===== src/rtl/uart_pkg.sv =====
// Shared UART definitions used by both the transmit and receive paths:
// FSM state encoding, data width and the clocks-per-bit helper.
package uart_pkg;

  typedef enum logic [2:0] {
    IDLE   = 3'd0,
    START  = 3'd1,
    DATA   = 3'd2,
    PARITY = 3'd3,
    STOP   = 3'd4
  } uart_state_e;

  localparam int DATA_BITS = 8;

  // Integer division on purpose: no fractional baud correction anywhere.
  function automatic int bit_time(input int clk_freq, input int baud);
    return clk_freq / baud;
  endfunction

endpackage


===== src/rtl/uart_tx_if.sv =====
// Processor-side handshake of the UART transmitter: byte/load in,
// serial line and ready/done status out.
interface uart_tx_if;
  logic [7:0] data;
  logic       load;
  logic       tx;
  logic       tx_ready;
  logic       tx_done;

  modport master (output data, load, input tx, tx_ready, tx_done);
  modport slave  (input data, load, output tx, tx_ready, tx_done);
endinterface


===== src/rtl/uart_baud_gen.sv =====
// Bit-period counter: counts 0..BIT_TIME-1 and flags the terminal count.
// clear holds it at zero so a frame always starts on a full bit period.
module uart_baud_gen #(
  parameter int BIT_TIME = 868
) (
  input  logic clock,
  input  logic reset,
  input  logic clear,
  output logic tick
);

  localparam int CNT_W = (BIT_TIME > 1) ? $clog2(BIT_TIME) : 1;
  localparam logic [CNT_W-1:0] LAST = CNT_W'(BIT_TIME - 1);

  logic [CNT_W-1:0] cnt_q, cnt_d;

  assign tick = (cnt_q == LAST);

  always_comb begin
    cnt_d = cnt_q + CNT_W'(1);
    if (clear || tick) cnt_d = '0;
  end

  always_ff @(posedge clock) begin
    if (reset) cnt_q <= '0;
    else       cnt_q <= cnt_d;
  end

endmodule


===== src/rtl/uart_tx.sv =====
// UART transmitter, 8N1 by default; defining UART_TX_PARITY_EN inserts an
// even-parity bit after the data bits (8E1).
//
// state  | meaning
// IDLE   | line high, tx_ready=1, waiting for load
// START  | start bit (tx=0) for one bit time
// DATA   | data bits LSB-first, bit_idx 0..7
// PARITY | even-parity bit (only with UART_TX_PARITY_EN)
// STOP   | stop bit (tx=1); tx_done pulses on its terminal count
module uart_tx
  import uart_pkg::*;
#(
  parameter int CLK_FREQ = 100_000_000,
  parameter int BAUD     = 115200
) (
  input logic     clock,
  input logic     reset,
  uart_tx_if.slave bus
);

  localparam int BIT_TIME = bit_time(CLK_FREQ, BAUD);

  uart_state_e state_q, state_d;
  logic [7:0]  shift_q, shift_d;
  logic [2:0]  bit_idx_q, bit_idx_d;
  logic        tx_q, tx_d;
  logic        ready_q, ready_d;
  logic        done_q, done_d;
`ifdef UART_TX_PARITY_EN
  logic        parity_q, parity_d;
`endif
  logic        baud_clr;
  logic        baud_tick;

  uart_baud_gen #(.BIT_TIME(BIT_TIME)) u_baud (
    .clock (clock),
    .reset (reset),
    .clear (baud_clr),
    .tick  (baud_tick)
  );

  always_comb begin
    state_d   = state_q;
    shift_d   = shift_q;
    bit_idx_d = bit_idx_q;
    tx_d      = tx_q;
    ready_d   = ready_q;
    done_d    = 1'b0;
    baud_clr  = 1'b0;
`ifdef UART_TX_PARITY_EN
    parity_d  = parity_q;
`endif
    case (state_q)
      IDLE: begin
        baud_clr = 1'b1;
        if (bus.load && ready_q) begin
          shift_d   = bus.data;
          bit_idx_d = 3'd0;
          state_d   = START;
          ready_d   = 1'b0;
          tx_d      = 1'b0;
`ifdef UART_TX_PARITY_EN
          parity_d  = ^bus.data;
`endif
        end
      end
      START: begin
        if (baud_tick) begin
          state_d   = DATA;
          bit_idx_d = 3'd0;
          tx_d      = shift_q[0];
        end
      end
      DATA: begin
        if (baud_tick) begin
          shift_d = shift_q >> 1;
          if (bit_idx_q == 3'(DATA_BITS - 1)) begin
`ifdef UART_TX_PARITY_EN
            state_d = PARITY;
            tx_d    = parity_q;
`else
            state_d = STOP;
            tx_d    = 1'b1;
`endif
          end else begin
            bit_idx_d = bit_idx_q + 3'd1;
            tx_d      = shift_d[0];
          end
        end
      end
`ifdef UART_TX_PARITY_EN
      PARITY: begin
        if (baud_tick) begin
          state_d = STOP;
          tx_d    = 1'b1;
        end
      end
`endif
      STOP: begin
        if (baud_tick) begin
          state_d = IDLE;
          ready_d = 1'b1;
          done_d  = 1'b1;
          tx_d    = 1'b1;
        end
      end
      default: begin
        state_d  = IDLE;
        ready_d  = 1'b1;
        tx_d     = 1'b1;
        baud_clr = 1'b1;
      end
    endcase
  end

  // Reset wins over a coincident load and aborts any frame in flight.
  always_ff @(posedge clock) begin
    if (reset) begin
      state_q   <= IDLE;
      shift_q   <= 8'h00;
      bit_idx_q <= 3'd0;
      tx_q      <= 1'b1;
      ready_q   <= 1'b1;
      done_q    <= 1'b0;
`ifdef UART_TX_PARITY_EN
      parity_q  <= 1'b0;
`endif
    end else begin
      state_q   <= state_d;
      shift_q   <= shift_d;
      bit_idx_q <= bit_idx_d;
      tx_q      <= tx_d;
      ready_q   <= ready_d;
      done_q    <= done_d;
`ifdef UART_TX_PARITY_EN
      parity_q  <= parity_d;
`endif
    end
  end

  assign bus.tx       = tx_q;
  assign bus.tx_ready = ready_q;
  assign bus.tx_done  = done_q;

endmodule


===== src/flat_wrapper.sv =====
// flat-port wrapper written by rule: the top's interface ports become plain ports
module uart_tx_flat import uart_pkg::*;
#(
  parameter int CLK_FREQ = 100_000_000,
  parameter int BAUD     = 115200
)
  (clock, reset, bus_data, bus_load, bus_tx, bus_tx_ready, bus_tx_done);
  uart_tx_if bus_i ();
  input logic clock;
  input logic reset;
  input wire logic [$bits(bus_i.data)-1:0] bus_data;
  input wire logic [$bits(bus_i.load)-1:0] bus_load;
  output wire logic [$bits(bus_i.tx)-1:0] bus_tx;
  output wire logic [$bits(bus_i.tx_ready)-1:0] bus_tx_ready;
  output wire logic [$bits(bus_i.tx_done)-1:0] bus_tx_done;
  assign bus_i.data = bus_data;
  assign bus_i.load = bus_load;
  assign bus_tx = bus_i.tx;
  assign bus_tx_ready = bus_i.tx_ready;
  assign bus_tx_done = bus_i.tx_done;
  uart_tx #(.CLK_FREQ(CLK_FREQ), .BAUD(BAUD)) u_core (.clock(clock), .reset(reset), .bus(bus_i));
endmodule

===== config.mk =====
export PLATFORM = sky130hd
export DESIGN_NAME = uart_tx_flat
export DESIGN_NICKNAME = d
export VERILOG_FILES = /design/src/rtl/uart_pkg.sv /design/src/rtl/uart_tx_if.sv /design/src/rtl/uart_baud_gen.sv /design/src/rtl/uart_tx.sv /design/src/flat_wrapper.sv
export SDC_FILE = /design/constraint.sdc
export NUM_CORES = 1
export LEC_CHECK = 0
export ABC_CLOCK_PERIOD_IN_PS = 2140
export BUFFER_PORTS_ARGS = -buffer_cell sky130_fd_sc_hd__buf_2
export CAP_MARGIN = 20
export CELL_PAD_IN_SITES_DETAIL_PLACEMENT = 1
export CELL_PAD_IN_SITES_GLOBAL_PLACEMENT = 2
export CORE_ASPECT_RATIO = 0.6
export CORE_UTILIZATION = 35
export DETAILED_ROUTE_END_ITERATION = 8
export GPL_ROUTABILITY_DRIVEN = 0
export PLACE_DENSITY = 0.82
export SYNTH_ARGS = -nofsm -noshare
export SYNTH_HDL_FRONTEND = slang
export SYNTH_SLANG_ARGS = --single-unit

===== constraint.sdc =====
create_clock -name clock -period 2.14 [get_ports clock]
set_input_delay 0.107 -clock clock [delete_from_list [all_inputs] [get_ports clock]]
set_output_delay 0.107 -clock clock [all_outputs]
set_load 0.005 [all_outputs]

[Yosys cells after proc, flatten, opt, wreduce, memory -nomap -nowiden]
Index checks and enable logic that the tools add are counted.
Storage, ports and cells
  register bits after elaboration: 27
  bits of input ports: 11
  output and inout port bits: 3
  logic and storage cells: 58
Operators by class
  add/sub/neg operators: 2
  equality and inequality tests: 11
  muxes and demuxes: 22
  bitwise gates (word level): 2
  reductions and logical operators: 14
Operators with widths (number)
  $mux 3: 8
  $mux 8: 2
  $pmux 8 s2: 1
  $pmux 3 s4: 1
  $add 10x1->10 const B: 1
  $eq 10x10->1 const B: 1
  $reduce_and 5->1: 2
  $pmux 3 s3: 1
  $ne 2x2->1 const B: 4
  $mux 1: 7
  $eq 3x3->1 const B: 2
  $reduce_and 3->1: 2
  $reduce_or 2->1: 3
  $ne 2x1->1 const B: 2
  $pmux 1 s4: 1
  $reduce_and 4->1: 1
  $add 3x1->3 const B: 1
  $eq 3x1->1 const B: 1
  $eq 3x2->1 const B: 1
  $logic_not 3->1: 1
  $pmux 1 s3: 1
  $reduce_bool 3->1: 1
  $reduce_or 3->1: 1
  $not 1->1: 2
  3 further kinds: 3

[Logic depth before layout (Yosys ltp)]
Gate-level depths: netlist of the first run.
  depth after elaboration: 5
  depth in mapped cells: 7
  depth with buffers taken out: 6

[Modules after synthesis]
A second synthesis of the first run with hierarchy kept.
Unflattened totals
  cells, all modules: 163
  area, all modules: 1423.9 um^2
By module, submodules not included
  uart_tx: instances 1, cells an instance 110, area an instance 969.7 um^2, sequential area each 340.3 um^2
  uart_baud_gen: instances 1, cells an instance 53, area an instance 454.2 um^2, sequential area each 200.2 um^2

[Worst setup path before layout of the first run]
No wires, ideal clock.
  kind: register -> register
  start: register u_core.u_baud.cnt_q[0]
  end: register u_core.shift_q[4]
  setup time: 0.088 ns
  arrival: 1.524 ns
  required time: 2.052 ns
  setup slack: 0.528 ns
  stages on the path, launching flop included: 8
  path buffers: 1
  period minus slack after synthesis: 1.612 ns
  cell sequence: dfxtp_1 -> ha_1 -> nor3b_2 -> and4_4 -> o21a_4 -> buf_12 -> nor2_2 -> a311oi_2
Between the ends
  cells in the longest elaborated chain, start to end: 3
Ends and longest elaborated chain
  from (decl): RTL line uart_baud_gen.sv:15  | logic [CNT_W-1:0] cnt_q, cnt_d;
  from (signal assigned): RTL line uart_baud_gen.sv:26  | else cnt_q <= cnt_d;
  $eq 10x10->1: RTL line uart_baud_gen.sv:17  | assign tick = (cnt_q == LAST);
  $ne 2x2->1 (no source line)
  $reduce_and 3->1 (no source line)
  to (signal assigned): RTL line uart_tx.sv:130  | shift_q <= shift_d;
  to (decl): RTL line uart_tx.sv:24  | logic [7:0] shift_q, shift_d;
No other way between the ends.
A chain may end at the register's enable or synchronous reset.

[Final worst setup path of the first run]
  start: register u_core.u_baud.cnt_q[0]
  end: register u_core.bit_idx_q[0]
Between the ends
  cells in the longest elaborated chain, start to end: 3
  elaborated cells on any way between the ends: 4
  those cells by class: eq/ne (3); reduce/logical (1)
Ends and longest elaborated chain
  $eq 10x10->1 *: RTL line uart_baud_gen.sv:17
  $ne 2x2->1 (no source line)
  $reduce_and 5->1 (no source line) *
  to (signal assigned): RTL line uart_tx.sv:131  | bit_idx_q <= bit_idx_d;
  to (decl): RTL line uart_tx.sv:25  | logic [2:0] bit_idx_q, bit_idx_d;
Mark *: on every way between the ends. The rest lies on a longest branch, timed or not.

==> results of run 1 <==
-- synth_stat cells, drive strengths merged --
cell	count
xor2	4
or3b	1
o21a	1
inv	3
a21oi	8
and4bb	1
nor3b	1
and3b	1
ha	3
nor2	28
buf	4
xnor2	6
nand2	12
a211oi	1
and4	3
mux2i	2
nand3	14
o21ai	5
nor4	2
nand2b	5
dfxtp	27
o22a	1
and3	2
a41oi	1
or3	1
nand4	2
clkbuf	4
and2	1
a311oi	7
o311ai	1
nor3	2
-- kinds of logic (layout without fill, tap and decap cells) --
| family | after synthesis | in the layout | synth area share, % |
|---|---|---|---|
| compound gates | 25 | 25 | 14.8 |
| flops | 27 | 27 | 40.2 |
| xor+xnor | 10 | 10 | 6.52 |
| simple gates | 76 | 76 | 29.6 |
| mux | 2 | 2 | 1.49 |
| fa+ha+maj | 3 | 3 | 2.79 |
| buf+inv | 11 | 22 | 4.56 |
-- cell type report --
type,count,area [um2]
clock buffers,4,45.0
fillers,452,2200
inverters,3,11.3
multi-input cells,116,742
flip-flops and latches,27,541
well taps,47,58.8
repair buffers,15,80.1
-- power groups by stage --
stage	clock [mW]	combinational, mW	sequential (mW)
after CTS	0.305	0.118	0.543
after global placement	0	0.114	0.554
after detailed placement	0	0.117	0.555
after floorplan	0	0.0966	0.547
final	0.291	0.116	0.542
after global routing	0.327	0.130	0.547
-- state kept, by name, summed over array words and instances, names as in the netlist --
signal and flops:
u_core.bus.tx 1, u_core.bit_idx_q 3, u_core.shift_q 8, u_core.state_q 3
u_core.bus.tx_ready 1, u_core.u_baud.cnt_q 10, u_core.bus.tx_done 1
-- worst min-delay path by stage --
stage | end | slack (ps)
floorplan | u_core.shift_q[7] | 260
global placement | u_core.shift_q[7] | 380
detailed placement | u_core.shift_q[7] | 380
CTS | u_core.shift_q[1] | 80
global route | u_core.shift_q[7] | 80
finish | u_core.shift_q[7] | 90
-- metrics by stage --
stage / area [um2] / total power [mW]
global placement: 1430 / 0.667
detailed placement: 1430 / 0.672
global route: 1480 / 1.00
finish: 1480 / 0.949
CTS: 1480 / 0.966
floorplan: 1340 / 0.644
-- metal layers --
metal  track usage [%]  part of all wire, %  up-vias  wire length [um]
met4              2.63                 0.63        0                19
met3              5.00                  2.6        2                78
met1              22.9                   54      524              1620
met2              25.1                   43       13              1300
li1                  -                    -      567                 -
met5                 0                    0        -                 0
-- tightest hold or removal path, stage by stage --
cell,delay [ps]
sky130_fd_sc_hd__buf_2,90
sky130_fd_sc_hd__nand3_1,50
sky130_fd_sc_hd__a21oi_1,60
==> results.md, run 1 <==
- The run finished with clean final reports.
- The type of the worst min-delay path is in -> reg.
- In this run the critical register-to-register path is captured at u_core.bit_idx_q[0].
- The worst setup path startpoint is u_core.u_baud.cnt_q[0].
- The die covers 0.00410 mm2.
- Gates resized during post-CTS repair numbered 0.
- For flop-to-flop paths, the worst setup slack is 310 ps.
- The count of nets left with antenna violations once routing finished came out at 0.
- The tightest hold path in the finished design has a slack of 88.2 ps.
- The critical path runs through a total of 6 cells.
- The repair_antennas step left the layout with diodes totalling 0.
- After legalization and detailed placement, the total HPWL measured 2270 um.
- The data arrival time of the critical path is 1980 ps.
- The maximum number of pins on one net before global-route repair is 18.
- The peak per-stage delay on the critical path is 390 ps.
- In this run the core area contains 17 standard-cell rows.
- The total routed wirelength is 3020 um.
- The number of buffers added for setup after CTS is 0.
- The kind of end point of the critical path is a register.
- The share of the yosys chip area belonging to registers is 40.2%.
- After the flow finishes, the layout carries non-filler instances totaling 212.
- Clock skew on the completed layout was measured at 2.91 ps.
- The minimum clock period after layout is 1830 ps.
- The maximum frequency from static timing analysis is 547 MHz.
- The number of instances in the synthesized netlist is 154.
- The root buffer cell is sky130_fd_sc_hd__clkbuf_8.
- The number of levels the H-tree was split into is 1.
- The proportion of netlist area held by the largest area contributor is 40.2%.
- The number of global-route vias before repair came to 1,068.
- In this run the worst path has a maximum fanout of 6.
- The mean instance size in the synthesized netlist is 8.73 um2.
- The largest total area in the synthesized netlist belongs to sky130_fd_sc_hd__dfxtp_1.
- The count of buffers added on input and output ports is 13.
- Setup repair after global routing left no endpoint under its margin.
- The number of antenna violations at the first check in global routing is 0.
- Detailed routing inserted a total of 1,106 vias.
- The maximum vdd ir drop is 0.215 mV.
- Registers are responsible for 57.1% of the overall power.
- Summed over all layers, the global routing overflow is 0.
- Clock-pin slew was measured on the worst setup and hold paths at 90 ps.
- At the pin with the least slew margin, the transition time is 436 ps.
- The worst slack at placement is 327 ps.
- At the end of the flow the core is filled with cells to 40.2%.
- The share of total power in the clock network is 30.6%.
- The start point of the worst min-delay path is bus_data[7].
- The capture point of the critical path is u_core.bit_idx_q[0].
- The switching part of the total power is 25.3%.
- After clock tree synthesis, the flow added hold-fix buffers numbering 0.
- Once the floorplan was initialized, standard cells occupied 36.5% of the core.
- In the final layout, the share of cells above drive strength 1 is 19.4%.
- From left edge to right edge, the die measures 82.0 um.
- The design internal power is 709 uW.
- Setup violations remaining at the end of the flow were counted as 0.
- The routed length per placed instance is 14.3 um.
- The leakage power figure is 0.560 nW.
- Per report_power, the combinational group accounts for 12.3% of the total.
- STA classifies the critical path startpoint as a register.
- Max-cap violations in this run came to 0.
- The die extent in y is 50.0 um.
- The gate family responsible for the most delay along the worst path is simple AND/OR/NAND/NOR gates.
- Power spread over the standard cell area amounts to 643 mW/mm2.
- Of the available clock period, the critical path in the final layout requires 85.4%.
- The final count of hold timing violations came to 0.
- The first global-routing pass estimated 5060 um of wire.
- The most common cell after layout, fill and taps aside is sky130_fd_sc_hd__dfxtp_1.
- The total track usage is 16.4%.
- The starting DRC count in detailed routing is 47.
- The worst pin sits at a relative slew slack of 70.8%.
- After synthesis, the cell types taking the most area are sky130_fd_sc_hd__dfxtp_1, sky130_fd_sc_hd__nor2_1, sky130_fd_sc_hd__nand3_1.
- Summing every instance area after synthesis gives 0.00134 mm2.
- The number of vias per cell is 5.22.
- The top cell types in the final layout, fill and taps aside, are sky130_fd_sc_hd__dfxtp_1, sky130_fd_sc_hd__nor2_1, sky130_fd_sc_hd__nand3_1, sky130_fd_sc_hd__buf_2, sky130_fd_sc_hd__nand2_1.
- The worst-skew pair later-pin latency is 270 ps.
- The critical path class is reg -> reg.
- The number of cells on the worst reg-to-reg path is 6.
- Counting flops and latches in the post-synthesis netlist gives 27.
- The reg-to-reg startpoint is u_core.u_baud.cnt_q[0].
- The synthesis warning total is 0.
- The max-slew violation count is 0.
- The floorplan step defined a core boundary enclosing 0.00368 mm2.
- The net count after synthesis is 168.
- The area growth from synthesis to layout is 9.96%.
- The count of pins on the block boundary is 14.
- The post-layout worst setup margin is 313 ps.
- The CTS tree is done.
- The deepest clock path buffer count is 2.
- For this design, the slowest cell found on the critical path is sky130_fd_sc_hd__a211oi_2.
- The final layout net count is 180.
- The placed instance count is 208.
- Clock tree synthesis inserted a total of 3 buffers.
- Summed over all failing endpoints, the final setup total negative slack is 0 ps.
- The synthesized netlist contains 36 unique library cells.
- The number of search-and-repair iterations in the first detailed-routing pass is 4.
- The required time reported for the critical path endpoint is 2300 ps.
- The hold-critical path depth is 3.
- The tree built by TritonCTS fans out to 27 sinks.
- The number of remaining DRC errors is 0.
- The switching power total is 240 uW.
- The combined buffer and inverter count along the critical path is 0.
- Walking the worst path, the cells encountered are ha_1 -> nor3b_2 -> nand3_2 -> a211oi_2 -> mux2i_1 -> nor2_1.
Power figures use the tool's default switching activity.
==> inputs of run 2 (changes only) <==
Settings changed: ABC_AREA set to 1, CORE_UTILIZATION 35 to 32, PLACE_DENSITY 0.82 to 0.83.
==> run 2 against run 1 <==
  * Final area grew 10%
  * Global-route usage rose by 0.93 points
  * Register-to-register slack gained 280 ps
  * Critical path depth grew 1
  * Clock skew is 2.1 ps higher
  * Combinational power rose to 8.0 times the previous value
  * Non-clock buffer count down 1
  * Routed wire length grew 23%
  * Sequential share of layout area is 3.4 points lower
  * Utilization down 1.7 points
  * Count of clock-buffer cells in the layout shrank 1
  * Critical path type unchanged
==> results.md, run 2 <==
- The final count of hold timing violations is 0 (unchanged).
- The final hold slack is 39.9 ps (was 88.2 ps).
- The number of levels the H-tree was split into is 1 (unchanged).
- The combined buffer and inverter count along the critical path was 0 (unchanged).
- The number of instances resized during post-cts repair was 0 (unchanged).
- RSZ-0062 raised after global routing: false (unchanged).
- The number of distinct library cells after synthesis is 23 (was 36).
- The root buffer cell was sky130_fd_sc_hd__clkbuf_8 (unchanged).
- The number of enable flip-flop cells after synthesis is 0 (unchanged).
- The die footprint is 0.00485 mm2 (was 0.00410 mm2).
- The share of the yosys chip area belonging to registers is 37.0% (was 40.2%).
- Status: finished, final reports clean (unchanged).
- The peak per-stage delay on the critical path is 480 ps (was 390 ps).
- The CTS tree is done (unchanged).
- The die extent in y is 54.3 um (was 50.0 um).
- The cell area after placement is 0.00158 mm2 (was 0.00143 mm2).
- The share of flip-flops with an asynchronous set or reset after synthesis is 0% (unchanged).
- The floorplan die width is 89.2 um (was 82.0 um).
- The final total negative setup slack was 0 ps (unchanged).
- The register bank with the most flops is u_core.u_baud.cnt_q (unchanged).
- The leakage power figure is 0.736 nW (was 0.560 nW).
- The final count of negative-setup-slack endpoints came to 0 (unchanged).
- The net count after synthesis came to 235 (was 168).
- The number of remaining DRC errors is 0 (unchanged).
- The maximum vdd ir drop was 0.446 mV (was 0.215 mV).
- The type of the worst min-delay path is in -> reg (unchanged).
- The number of routed nets with antenna violations was 0 (unchanged).
- The maximum fanout along the worst path is 12 (was 6).
- The share of cells above drive strength 1 is 14.8% (was 19.4%).
- The number of standard-cell rows in the floorplan came to 18 (was 17).
- The final layout net count came to 251 (was 180).
- The filler cell count in the final layout is 594 (was 452).
- The critical path class is reg -> reg (unchanged).
- The number of global-route vias before repair is 1,238 (was 1,068).
- The deepest clock path buffer count is 2 (unchanged).
- The master of the slowest instance on the critical path is sky130_fd_sc_hd__dfxtp_1 (was sky130_fd_sc_hd__a211oi_2).
- The top flip-flop cell by instance count after synthesis is sky130_fd_sc_hd__dfxtp_1 (unchanged).
- The floorplan core area is 0.00423 mm2 (was 0.00368 mm2).
- By instance count, the cell type seen most on the critical path is sky130_fd_sc_hd__nand2_1.
- The global-route congestion overflow total came to 0 (unchanged).
- The type of element launching the critical path is a register (unchanged).
- The worst slew slack as a fraction of its limit is 73.4% (was 70.8%).
- The routed length per placed instance is 12.5 um (was 14.3 um).
- The number of antenna violations at the first check in global routing is 0 (unchanged).
- The count of input and output buffers came to 13 (unchanged).
- The worst-skew pair later-pin latency is 280 ps (was 270 ps).
- The minimum clock period after layout is 1540 ps (was 1830 ps).
- The number of vias per cell is 4.60 (was 5.22).
- The starting DRC count in detailed routing is 57 (was 47).
- Regs by FF count: u_core.u_baud.cnt_q x10, u_core.shift_q x8 (unchanged).
- The proportion of netlist area held by the largest area contributor is 37.0% (was 40.2%).
- The area used by multi-input combinational logic is 812 um2 (was 742 um2).
- The clock input transition at the sequential cells of the worst setup and hold paths is 100 ps (was 90 ps).
- The number of buffers inserted for hold repair after clock tree synthesis is 0 (unchanged).
- The synthesis warning total is 0 (unchanged).
- The area taken by flip-flops and latches was 541 um2 (unchanged).
- The count of pins on the block boundary was 14 (unchanged).
- The total routed wirelength is 3700 um (was 3020 um).
- The area growth from synthesis to layout is 11.7% (was 9.96%).
- Synth cell count leaders: sky130_fd_sc_hd__nand2_1, sky130_fd_sc_hd__nor2_1, sky130_fd_sc_hd__dfxtp_1, sky130_fd_sc_hd__inv_1, sky130_fd_sc_hd__nand3_1 (was sky130_fd_sc_hd__dfxtp_1, sky130_fd_sc_hd__nor2_1, sky130_fd_sc_hd__nand3_1, sky130_fd_sc_hd__nand2_1, sky130_fd_sc_hd__a21oi_1).
- The cell area after synthesis is 0.00146 mm2 (was 0.00134 mm2).
- Ordered list of cells on the worst path: nor2_2 -> nand2_1 -> nand2_1 -> nand2_2 -> nand2_1 -> a21oi_1 -> nor2_1 (was ha_1 -> nor3b_2 -> nand3_2 -> a211oi_2 -> mux2i_1 -> nor2_1).
- The maximum number of pins on one net before global-route repair came to 16 (was 18).
- The count of clock tree sinks is 27 (unchanged).
- The required time reported for the critical path endpoint was 2320 ps (was 2300 ps).
- The number of search-and-repair iterations in the first detailed-routing pass is 4 (unchanged).
- The antenna cell count came to 0 (unchanged).
- The biggest area consumer among synthesized cells is sky130_fd_sc_hd__dfxtp_1 (unchanged).
- The clock buffer count from CTS is 3 (unchanged).
- Area contributors post-synth: sky130_fd_sc_hd__dfxtp_1, sky130_fd_sc_hd__nand2_1, sky130_fd_sc_hd__nor2_1 (was sky130_fd_sc_hd__dfxtp_1, sky130_fd_sc_hd__nor2_1, sky130_fd_sc_hd__nand3_1).
- The initial standard-cell utilization of the core is 34.5% (was 36.5%).
- The final cycle utilization of the critical path is 72.2% (was 85.4%).
- The mean instance size in the synthesized netlist is 6.61 um2 (was 8.73 um2).
- The final worst clock skew is 4.98 ps (was 2.91 ps).
- The data arrival time of the critical path is 1720 ps (was 1980 ps).
- The gate family responsible for the most delay along the worst path is simple AND/OR/NAND/NOR gates (unchanged).
- The total track usage is 17.4% (was 16.4%).
- The most common cell after layout, fill and taps aside is sky130_fd_sc_hd__nand2_1 (was sky130_fd_sc_hd__dfxtp_1).
- The max-cap check violation count is 0 (unchanged).
- The number of synthesized register bits was 27 (unchanged).
- Top library cells by usage in the layout, fill and taps aside: sky130_fd_sc_hd__nand2_1, sky130_fd_sc_hd__nor2_1, sky130_fd_sc_hd__dfxtp_1 (was sky130_fd_sc_hd__dfxtp_1, sky130_fd_sc_hd__nor2_1, sky130_fd_sc_hd__nand3_1, sky130_fd_sc_hd__buf_2, sky130_fd_sc_hd__nand2_1).
- The transition time at the pin with the least slew margin is 398 ps (was 436 ps).
- The max-slew violation count is 0 (unchanged).
- The flip-flop count of the largest register after layout is 10 (unchanged).
- The via count is 1,363 (was 1,106).
- The leading cell type by number of instances after synthesis is sky130_fd_sc_hd__nand2_1 (was sky130_fd_sc_hd__dfxtp_1).
- The post-layout utilization of the core is 38.5% (was 40.2%).
- The final standard cell area without fillers was 0.00163 mm2 (was 0.00148 mm2).
- The maximum frequency from static timing analysis is 648 MHz (was 547 MHz).
- The detailed placement HPWL is 2850 um (was 2270 um).
- The kind of end point of the critical path is a register (unchanged).
- The number of buffers added for setup after CTS came to 0 (unchanged).
- The placed instance count came to 292 (was 208).
- The global-route wire length before repair is 6220 um (was 5060 um).
- The non-filler instance count after layout is 296 (was 212).
- The power density normalized to cell area is 1210 mW/mm2 (was 643 mW/mm2).
- The number of instances in the synthesized netlist is 221 (was 154).
==> run 2: cell types whose count changed in the layout (fill, tap and decap cells not counted), sizes merged, moves of 3 or more <==
cell | previous run | this run
nand2 | 12 | 76
nand2b | 5 | 0
inv | 3 | 21
nand3b | 0 | 7
a311oi | 7 | 0
and4 | 3 | 0
nor2 | 28 | 41
nor3 | 2 | 5
nand3 | 14 | 17
xnor2 | 6 | 0
==> run 2: worst register-to-register path, stage by stage (launching register included) <==
cell	delay, ps
sky130_fd_sc_hd__dfxtp_1	480
sky130_fd_sc_hd__nor2_2	100
sky130_fd_sc_hd__nand2_1	320
sky130_fd_sc_hd__nand2_1	160
sky130_fd_sc_hd__nand2_2	140
sky130_fd_sc_hd__nand2_1	80
sky130_fd_sc_hd__a21oi_1	130
sky130_fd_sc_hd__nor2_1	50
==> run 2: layer usage <==
| layer | share of wire (%) | routed length [um] | up-vias | GRT usage (%) |
|---|---|---|---|---|
| met3 | 3.7 | 137 | 2 | 4.07 |
| li1 | - | - | 723 | - |
| met5 | 0 | 0 | - | 0 |
| met1 | 59 | 2200 | 618 | 27.5 |
| met2 | 36 | 1350 | 20 | 23.4 |
| met4 | 0.51 | 19 | 0 | 2.38 |
==> run 2: kinds of logic (layout without fill, tap and decap cells) <==
family,after synthesis,in the layout,synth area share [%]
xor+xnor,3,3,1.80
compound gates,14,14,4.80
flops,27,27,37.0
simple gates,149,149,46.4
buf+inv,25,40,7.37
fa+ha+maj,3,3,2.57
==> run 2: through the flow <==
step           setup WS [ps]  power, mW
3_5_place_dp             599       1.70
4_1_cts                  579       2.01
5_1_grt                  437       2.18
3_3_place_gp             554       1.69
6_report                 596       1.98
2_1_floorplan            860       1.48
==> run 2: area by class of cell <==
class                           count  share of cell area [%]
Timing Repair Buffer               14                    4.45
Sequential cell                    27                    33.2
Clock buffer                        3                    2.53
Inverter                           22                    5.14
Tap cell                           60                    4.60
Clock inverter                      1                   0.307
Multi-Input combinational cell    169                    49.8
==> run 2: power by group <==
part           switching [mW]  internal (mW)  total [mW]  leakage, nW
sequential              0.103          0.646       0.750        0.221
combinational           0.601          0.326       0.927        0.490
clock                   0.172          0.131       0.303       0.0255
total                   0.877           1.10        1.98        0.736
==> run 2: final timing paths <==
check        depth (start not counted)                     end                    from  slack [ps]
max                                  7     u_core.bit_idx_q[1]       u_core.state_q[2]         600
min                                  2       u_core.state_q[2]                   reset          40
max reg2reg                          7     u_core.bit_idx_q[1]       u_core.state_q[2]         600
min reg2reg                          1  u_core.u_baud.cnt_q[0]  u_core.u_baud.cnt_q[0]         460
